File: src/rtl/ahb2apb_pkg.sv
// ahb2apb_pkg: types and constants shared by the AHB-to-APB bridge blocks
// (the controller FSM and the AHB slave-side decode).
package ahb2apb_pkg;

  typedef enum logic [1:0] {
    IDLE   = 2'd0,
    WWAIT  = 2'd1,
    SETUP  = 2'd2,
    ACCESS = 2'd3
  } apb_state_e;

  localparam logic [1:0] HTRANS_IDLE   = 2'b00;
  localparam logic [1:0] HTRANS_BUSY   = 2'b01;
  localparam logic [1:0] HTRANS_NONSEQ = 2'b10;
  localparam logic [1:0] HTRANS_SEQ    = 2'b11;

  // Three 64 MB peripheral windows; PERIPH_LIMIT closes the last one.
  localparam logic [31:0] PERIPH0_BASE = 32'h8000_0000;
  localparam logic [31:0] PERIPH1_BASE = 32'h8400_0000;
  localparam logic [31:0] PERIPH2_BASE = 32'h8800_0000;
  localparam logic [31:0] PERIPH_LIMIT = 32'h8C00_0000;

  // Wide enough for TIMEOUT up to 255.
  localparam int WCNT_W = 8;

  function automatic logic is_transfer(input logic [1:0] htrans);
    return (htrans == HTRANS_NONSEQ) || (htrans == HTRANS_SEQ);
  endfunction

  function automatic logic [2:0] periph_sel(input logic [31:0] addr);
    if (addr >= PERIPH0_BASE && addr < PERIPH1_BASE) return 3'b001;
    if (addr >= PERIPH1_BASE && addr < PERIPH2_BASE) return 3'b010;
    if (addr >= PERIPH2_BASE && addr < PERIPH_LIMIT) return 3'b100;
    return 3'b000;
  endfunction

endpackage

File: src/rtl/apb_controller_if.sv
// apb_controller_if: AHB-side request, APB bus and response signals of the
// bridge controller. master = controller side, slave = environment side.
interface apb_controller_if #(
  parameter int ADDR_W = 32,
  parameter int DATA_W = 32
);
  // AHB request (address + data phase)
  logic              valid;
  logic [ADDR_W-1:0] Haddr;
  logic              Hwrite;
  logic [DATA_W-1:0] Hwdata;
  logic [2:0]        tempselx;
  // APB completer response
  logic [DATA_W-1:0] Prdata;
  logic              Pready;
  // APB requester outputs
  logic [2:0]        Pselx;
  logic              Penable;
  logic              Pwrite;
  logic [ADDR_W-1:0] Paddr;
  logic [DATA_W-1:0] Pwdata;
  // AHB response
  logic              Hreadyout;
  logic [DATA_W-1:0] Hrdata;
  logic              timeout_err;

  modport master (
    input  valid, Haddr, Hwrite, Hwdata, tempselx, Prdata, Pready,
    output Pselx, Penable, Pwrite, Paddr, Pwdata, Hreadyout, Hrdata, timeout_err
  );

  modport slave (
    output valid, Haddr, Hwrite, Hwdata, tempselx, Prdata, Pready,
    input  Pselx, Penable, Pwrite, Paddr, Pwdata, Hreadyout, Hrdata, timeout_err
  );
endinterface

File: src/rtl/apb_controller.sv
// apb_controller: turns one accepted AHB transfer into one APB transfer,
// stalling AHB via Hreadyout and aborting if Pready stays low too long.
module apb_controller
  import ahb2apb_pkg::*;
#(
  parameter int ADDR_W  = 32,
  parameter int DATA_W  = 32,
  parameter int TIMEOUT = 16
) (
  input  logic             Hclk,
  input  logic             Hreset,
  apb_controller_if.master bus
);

  localparam logic [WCNT_W-1:0] WCNT_LAST = WCNT_W'(TIMEOUT - 1);

  apb_state_e        state_q, state_d;
  logic [2:0]        sel_q, sel_d;
  logic [2:0]        psel_q, psel_d;
  logic              pen_q, pen_d;
  logic              pwrite_q, pwrite_d;
  logic [ADDR_W-1:0] paddr_q, paddr_d;
  logic [DATA_W-1:0] pwdata_q, pwdata_d;
  logic              hready_q, hready_d;
  logic [DATA_W-1:0] hrdata_q, hrdata_d;
  logic              err_q, err_d;
  logic [WCNT_W-1:0] wcnt_q, wcnt_d;
  logic [2:0]        sel_lo;

  // Keep only the lowest set bit so a malformed multi-hot select can never
  // drive more than one peripheral.
  assign sel_lo = bus.tempselx & (~bus.tempselx + 3'd1);

  always_comb begin
    state_d  = state_q;
    sel_d    = sel_q;
    psel_d   = psel_q;
    pen_d    = pen_q;
    pwrite_d = pwrite_q;
    paddr_d  = paddr_q;
    pwdata_d = pwdata_q;
    hready_d = hready_q;
    hrdata_d = hrdata_q;
    err_d    = 1'b0;
    wcnt_d   = wcnt_q;

    unique case (state_q)
      IDLE: begin
        hready_d = 1'b1;
        psel_d   = 3'b000;
        pen_d    = 1'b0;
        if (bus.valid && (bus.tempselx != 3'b000)) begin
          paddr_d  = bus.Haddr;
          pwrite_d = bus.Hwrite;
          sel_d    = sel_lo;
          hready_d = 1'b0;
          if (bus.Hwrite) begin
            state_d = WWAIT;
          end else begin
            // Reads skip the data-phase wait, so select goes out right away.
            psel_d  = sel_lo;
            wcnt_d  = '0;
            state_d = SETUP;
          end
        end
      end

      WWAIT: begin
        pwdata_d = bus.Hwdata;
        psel_d   = sel_q;
        wcnt_d   = '0;
        state_d  = SETUP;
      end

      SETUP: begin
        pen_d   = 1'b1;
        state_d = ACCESS;
      end

      ACCESS: begin
        if (bus.Pready) begin
          psel_d   = 3'b000;
          pen_d    = 1'b0;
          hready_d = 1'b1;
          if (!pwrite_q) hrdata_d = bus.Prdata;
          state_d  = IDLE;
        end else if (wcnt_q == WCNT_LAST) begin
          // Abort: release the bus and the master, keep old read data.
          psel_d   = 3'b000;
          pen_d    = 1'b0;
          hready_d = 1'b1;
          err_d    = 1'b1;
          state_d  = IDLE;
        end else begin
          wcnt_d = wcnt_q + WCNT_W'(1);
        end
      end

      default: state_d = IDLE;
    endcase
  end

  always_ff @(posedge Hclk or posedge Hreset) begin
    if (Hreset) begin
      state_q  <= IDLE;
      sel_q    <= '0;
      psel_q   <= '0;
      pen_q    <= 1'b0;
      pwrite_q <= 1'b0;
      paddr_q  <= '0;
      pwdata_q <= '0;
      hready_q <= 1'b1;
      hrdata_q <= '0;
      err_q    <= 1'b0;
      wcnt_q   <= '0;
    end else begin
      state_q  <= state_d;
      sel_q    <= sel_d;
      psel_q   <= psel_d;
      pen_q    <= pen_d;
      pwrite_q <= pwrite_d;
      paddr_q  <= paddr_d;
      pwdata_q <= pwdata_d;
      hready_q <= hready_d;
      hrdata_q <= hrdata_d;
      err_q    <= err_d;
      wcnt_q   <= wcnt_d;
    end
  end

  assign bus.Pselx       = psel_q;
  assign bus.Penable     = pen_q;
  assign bus.Pwrite      = pwrite_q;
  assign bus.Paddr       = paddr_q;
  assign bus.Pwdata      = pwdata_q;
  assign bus.Hreadyout   = hready_q;
  assign bus.Hrdata      = hrdata_q;
  assign bus.timeout_err = err_q;

endmodule

File: src/flat_wrapper.sv
// flat-port wrapper written by rule: the top's interface ports become plain ports
module apb_controller_flat import ahb2apb_pkg::*;
#(
  parameter int ADDR_W  = 32,
  parameter int DATA_W  = 32,
  parameter int TIMEOUT = 16
)
  (Hclk, Hreset, bus_valid, bus_Haddr, bus_Hwrite, bus_Hwdata, bus_tempselx, bus_Prdata, bus_Pready, bus_Pselx, bus_Penable, bus_Pwrite, bus_Paddr, bus_Pwdata, bus_Hreadyout, bus_Hrdata, bus_timeout_err);
  apb_controller_if #(.ADDR_W(ADDR_W), .DATA_W(DATA_W)) bus_i ();
  input  logic Hclk;
  input  logic Hreset;
  input wire logic [$bits(bus_i.valid)-1:0] bus_valid;
  input wire logic [$bits(bus_i.Haddr)-1:0] bus_Haddr;
  input wire logic [$bits(bus_i.Hwrite)-1:0] bus_Hwrite;
  input wire logic [$bits(bus_i.Hwdata)-1:0] bus_Hwdata;
  input wire logic [$bits(bus_i.tempselx)-1:0] bus_tempselx;
  input wire logic [$bits(bus_i.Prdata)-1:0] bus_Prdata;
  input wire logic [$bits(bus_i.Pready)-1:0] bus_Pready;
  output wire logic [$bits(bus_i.Pselx)-1:0] bus_Pselx;
  output wire logic [$bits(bus_i.Penable)-1:0] bus_Penable;
  output wire logic [$bits(bus_i.Pwrite)-1:0] bus_Pwrite;
  output wire logic [$bits(bus_i.Paddr)-1:0] bus_Paddr;
  output wire logic [$bits(bus_i.Pwdata)-1:0] bus_Pwdata;
  output wire logic [$bits(bus_i.Hreadyout)-1:0] bus_Hreadyout;
  output wire logic [$bits(bus_i.Hrdata)-1:0] bus_Hrdata;
  output wire logic [$bits(bus_i.timeout_err)-1:0] bus_timeout_err;
  assign bus_i.valid = bus_valid;
  assign bus_i.Haddr = bus_Haddr;
  assign bus_i.Hwrite = bus_Hwrite;
  assign bus_i.Hwdata = bus_Hwdata;
  assign bus_i.tempselx = bus_tempselx;
  assign bus_i.Prdata = bus_Prdata;
  assign bus_i.Pready = bus_Pready;
  assign bus_Pselx = bus_i.Pselx;
  assign bus_Penable = bus_i.Penable;
  assign bus_Pwrite = bus_i.Pwrite;
  assign bus_Paddr = bus_i.Paddr;
  assign bus_Pwdata = bus_i.Pwdata;
  assign bus_Hreadyout = bus_i.Hreadyout;
  assign bus_Hrdata = bus_i.Hrdata;
  assign bus_timeout_err = bus_i.timeout_err;
  apb_controller #(.ADDR_W(ADDR_W), .DATA_W(DATA_W), .TIMEOUT(TIMEOUT)) u_core (.Hclk(Hclk), .Hreset(Hreset), .bus(bus_i));
endmodule
File: config.mk
export PLATFORM = sky130hd
export DESIGN_NAME = apb_controller_flat
export DESIGN_NICKNAME = d
export VERILOG_FILES = /design/src/rtl/ahb2apb_pkg.sv /design/src/rtl/apb_controller_if.sv /design/src/rtl/apb_controller.sv /design/src/flat_wrapper.sv
export SDC_FILE = /design/constraint.sdc
export NUM_CORES = 1
export LEC_CHECK = 0
export ABC_CLOCK_PERIOD_IN_PS = 8500
export CORE_MARGIN = 1.5
export CORE_UTILIZATION = 35
export CTS_BUF_LIST = sky130_fd_sc_hd__clkbuf_2
export DETAILED_ROUTE_END_ITERATION = 10
export PLACE_DENSITY = 0.72
export SYNTH_ARGS = -nofsm -noshare
export SYNTH_HDL_FRONTEND = slang
export SYNTH_SLANG_ARGS = --single-unit
File: constraint.sdc
create_clock -name Hclk -period 8.5 [get_ports Hclk]
set_input_delay 1.275 -clock Hclk [delete_from_list [all_inputs] [get_ports Hclk]]
set_output_delay 1.275 -clock Hclk [all_outputs]
set_load 0.01 [all_outputs]
==> impl_metrics.csv <==
group,metric,value,unit
worst_setup_path,crit_buf_inv,1,
worst_setup_path,path_delay_family,"flip-flops",
clock_network,tritoncts,"yes",
route,postRouteAntennaNets,0,
worst_setup_path,critPathRequiredTime,7.22,ns
worst_setup_path,crit_arrival,1.74,ns
status,outcome,"finished, final reports clean",
final_layout,final_cell_mix,"206 x clkdlybuf4s50_1, 115 x dfrtp_1, 96 x mux2_2",
floorplan,dieHeight,119.0,µm
route,totalWireLength,10630,µm
clock_network,clk_path_buf_depth,2,
route,wl_per_cell,14.80,µm
timing,final_hold_viol_count,0,
final_layout,diodes,0,
route,drt_iter0_markers,98,
synth,yosysSeqAreaShare,0.6165,
synth,yosys-top-cells-area,"dfrtp_1 61%, mux2_2 23%, ha_1 1.9%, mux2_4 1.3%, nand2_1 1.2%",
timing,tightest_slew,0.9381,ns
final_layout,fin_nets,640,
timing,skew,0.01719,ns
grt,grt.total_usage,0.1554,
clock_network,clk_latency,0.64,ns
floorplan,start_util,0.3571,
synth,ys_warn_count,0,
timing,fmax,331.8,MHz
clock_network,cts_setup_buffers,0,
floorplan,core-area,13190,µm²
worst_setup_path,crit_type,"flop to primary output",
placement,dp_cells,686,
timing,period_share,0.3546,
power_and_ir_drop,max-vdd-ir-drop,0.0001665,V
final_layout,multi_input_area,1684,µm²
grt,antenna_found_initial,0,
worst_setup_path,critical_path_peak_fanout,2,
job,drv_cap,0,
final_layout,drive_gt1_frac,0.2528,
timing,drv_slew,0,
worst_setup_path,start_kind,"flop",
floorplan,num_rows,42,
worst_setup_path,slowest_delay,0.57,ns
timing,rsz0062_at_grt,"false",
clock_network,clockRootBuffer,"clkbuf_2",
timing,fin_ws,5.486,ns
grt,grt_pass1_vias,3512,
placement,gp_congestion,0.7514,
final_layout,area_delta_synth_final,52.11,%
grt,grt_max_degree,60,
floorplan,die_x,119.0,µm
clock_network,hold_buffers,0,
clock_network,cts_buffers,17,
final_layout,final_common_cell,"clkdlybuf4s50_1",
synth,synthCells,313,
clock_network,ctsResizeCount,0,
synth,yosys.cell_types.count,39,
route,drt-vias-per-instance,4.618,
synth,synth_seq_cells,116,
clock_network,clkSlewWorstSetupHoldPaths,0.15,ns
placement,dpl_cell_area,6933,µm²
synth,syn_avg_cell_area,15.05,µm²
timing,slew_headroom,0.3739,
worst_setup_path,endpoint_kind,"primary output",
floorplan,dieArea,14160,µm²
synth,synth_nets,424,
placement,place_hpwl,7736,µm
timing,setup_viol,0,
final_layout,postLayoutCoreUtil,0.5433,
final_layout,seq_area,2904,µm²
placement,place_ws,5.028,ns
grt,grt-ovfl-total,0,
placement,io_buffers,206,
synth,synth.cell_area,4711,µm²
timing,period_needed,3.014,ns
worst_setup_path,path_cells,"clkdlybuf4s50_1",
final_layout,finalNonFillerCells,718,
power_and_ir_drop,powerDensity,346.6,nW/µm²
route,drc,0,
timing,final.setup.tns,0,ns
min_path,hp-class,"flop to flop",
clock_network,cts.sinks,116,
power_and_ir_drop,p_leak,3.042,nW
route,vias,3316,
final_layout,final_design_area_no_fill,7166,µm²
final_layout,nFillCells,1129,
worst_setup_path,slowest_stage,"dfstp_2",
clock_network,htreeDepth,4,
synth,netlist.area_leader.share,0.6109,
route,drt_first_pass_iters,4,
floorplan,ios,207,
synth,synth_largest_area_cell,"dfrtp_1",
grt,grt_pass1_wl,17310,µm
## power breakdown
part           switching (W)  total [W]  internal (W)
registers           0.000134   0.000944      0.000811
logic               0.000442    0.00118      0.000742
clock network       0.000197   0.000355      0.000157
total               0.000773    0.00248       0.00171
## sequential cells by signal, indices dropped and copies added, names as in the netlist
signal,count
u_core.bus.Hreadyout,1
u_core.bus.timeout_err,1
u_core.bus.Pselx,3
u_core.sel_q,3
u_core.bus.Hrdata,32
u_core.bus.Pwdata,32
u_core.wcnt_q,8
u_core.bus.Penable,1
u_core.bus.Pwrite,1
u_core.bus.Paddr,32
u_core.state_q,2
## cell type report
type / count / area share
inverters: 10 / 0.005588
multi-input cells: 175 / 0.2350
repair buffers: 209 / 0.2909
clock buffers: 18 / 0.01257
well taps: 176 / 0.03073
flip-flops and latches: 116 / 0.4053
clock inverters: 14 / 0.01991
## worst paths after layout
path                                            from                    end  slack (ns)  depth (start not counted)
worst max-delay path            u_core.bus.Hreadyout          bus_Hreadyout        5.49                          1
worst min-delay path                 u_core.sel_q[2]        u_core.sel_q[2]        0.50                          2
worst max register to register     u_core.state_q[1]   u_core.bus.Paddr[19]        6.22                          4
worst min register to register       u_core.sel_q[2]        u_core.sel_q[2]        0.50                          2
max in group asynchronous                     Hreset  u_core.bus.Hrdata[28]        6.20                          3
min in group asynchronous                     Hreset    u_core.bus.Paddr[8]        1.07                          2
## cells in the mapped netlist (all sizes together)
cell type and n:
nor3b 1, a41oi 1, a21o 1, o2bb2ai 1, or3 1, o21ai 6
nor2 6, nand3b 1, nand4 1, nor4b 2, a31oi 8, mux2 101
a21boi 1, clkbuf 1, ha 7, dfrtp 115, nor3 2, o221ai 1
nand2b 2, mux2i 4, and4b 1, inv 10, a22o 1, a32o 2
and4 1, nand3 4, nand2 15, a21oi 3, o32a 1, buf 11
dfstp 1
## logic make-up (layout without fill, tap and decap cells)
| family | Yosys count | count (layout) | synth area share |
|---|---|---|---|
| AND/OR/NAND/NOR | 37 | 37 | 0.04250 |
| multiplexers | 105 | 105 | 0.2531 |
| buffers and inverters | 22 | 251 | 0.02603 |
| adder cells (fa/ha/maj) | 7 | 7 | 0.01859 |
| AO/OA/AOI/OAI | 26 | 26 | 0.04330 |
| flip-flops | 116 | 116 | 0.6165 |
## routing by layer
layer	global-route usage	up-vias	routed length, µm
met1	0.1883	1641	4424
met4	0.04970	0	99
met2	0.2482	116	5361
met5	0	-	0
li1	-	1549	-
met3	0.06944	10	743
## stage by stage
stage                     hold WS, ns  power, W
final                          0.5032  0.002483
after CTS                      0.5070  0.002521
after detailed placement       0.4733  0.002156
after global placement         0.4716  0.002130
after global routing           0.5273  0.002640
after floorplan                0.4493  0.001520
Note: power is estimated with default switching activity, not from simulation.
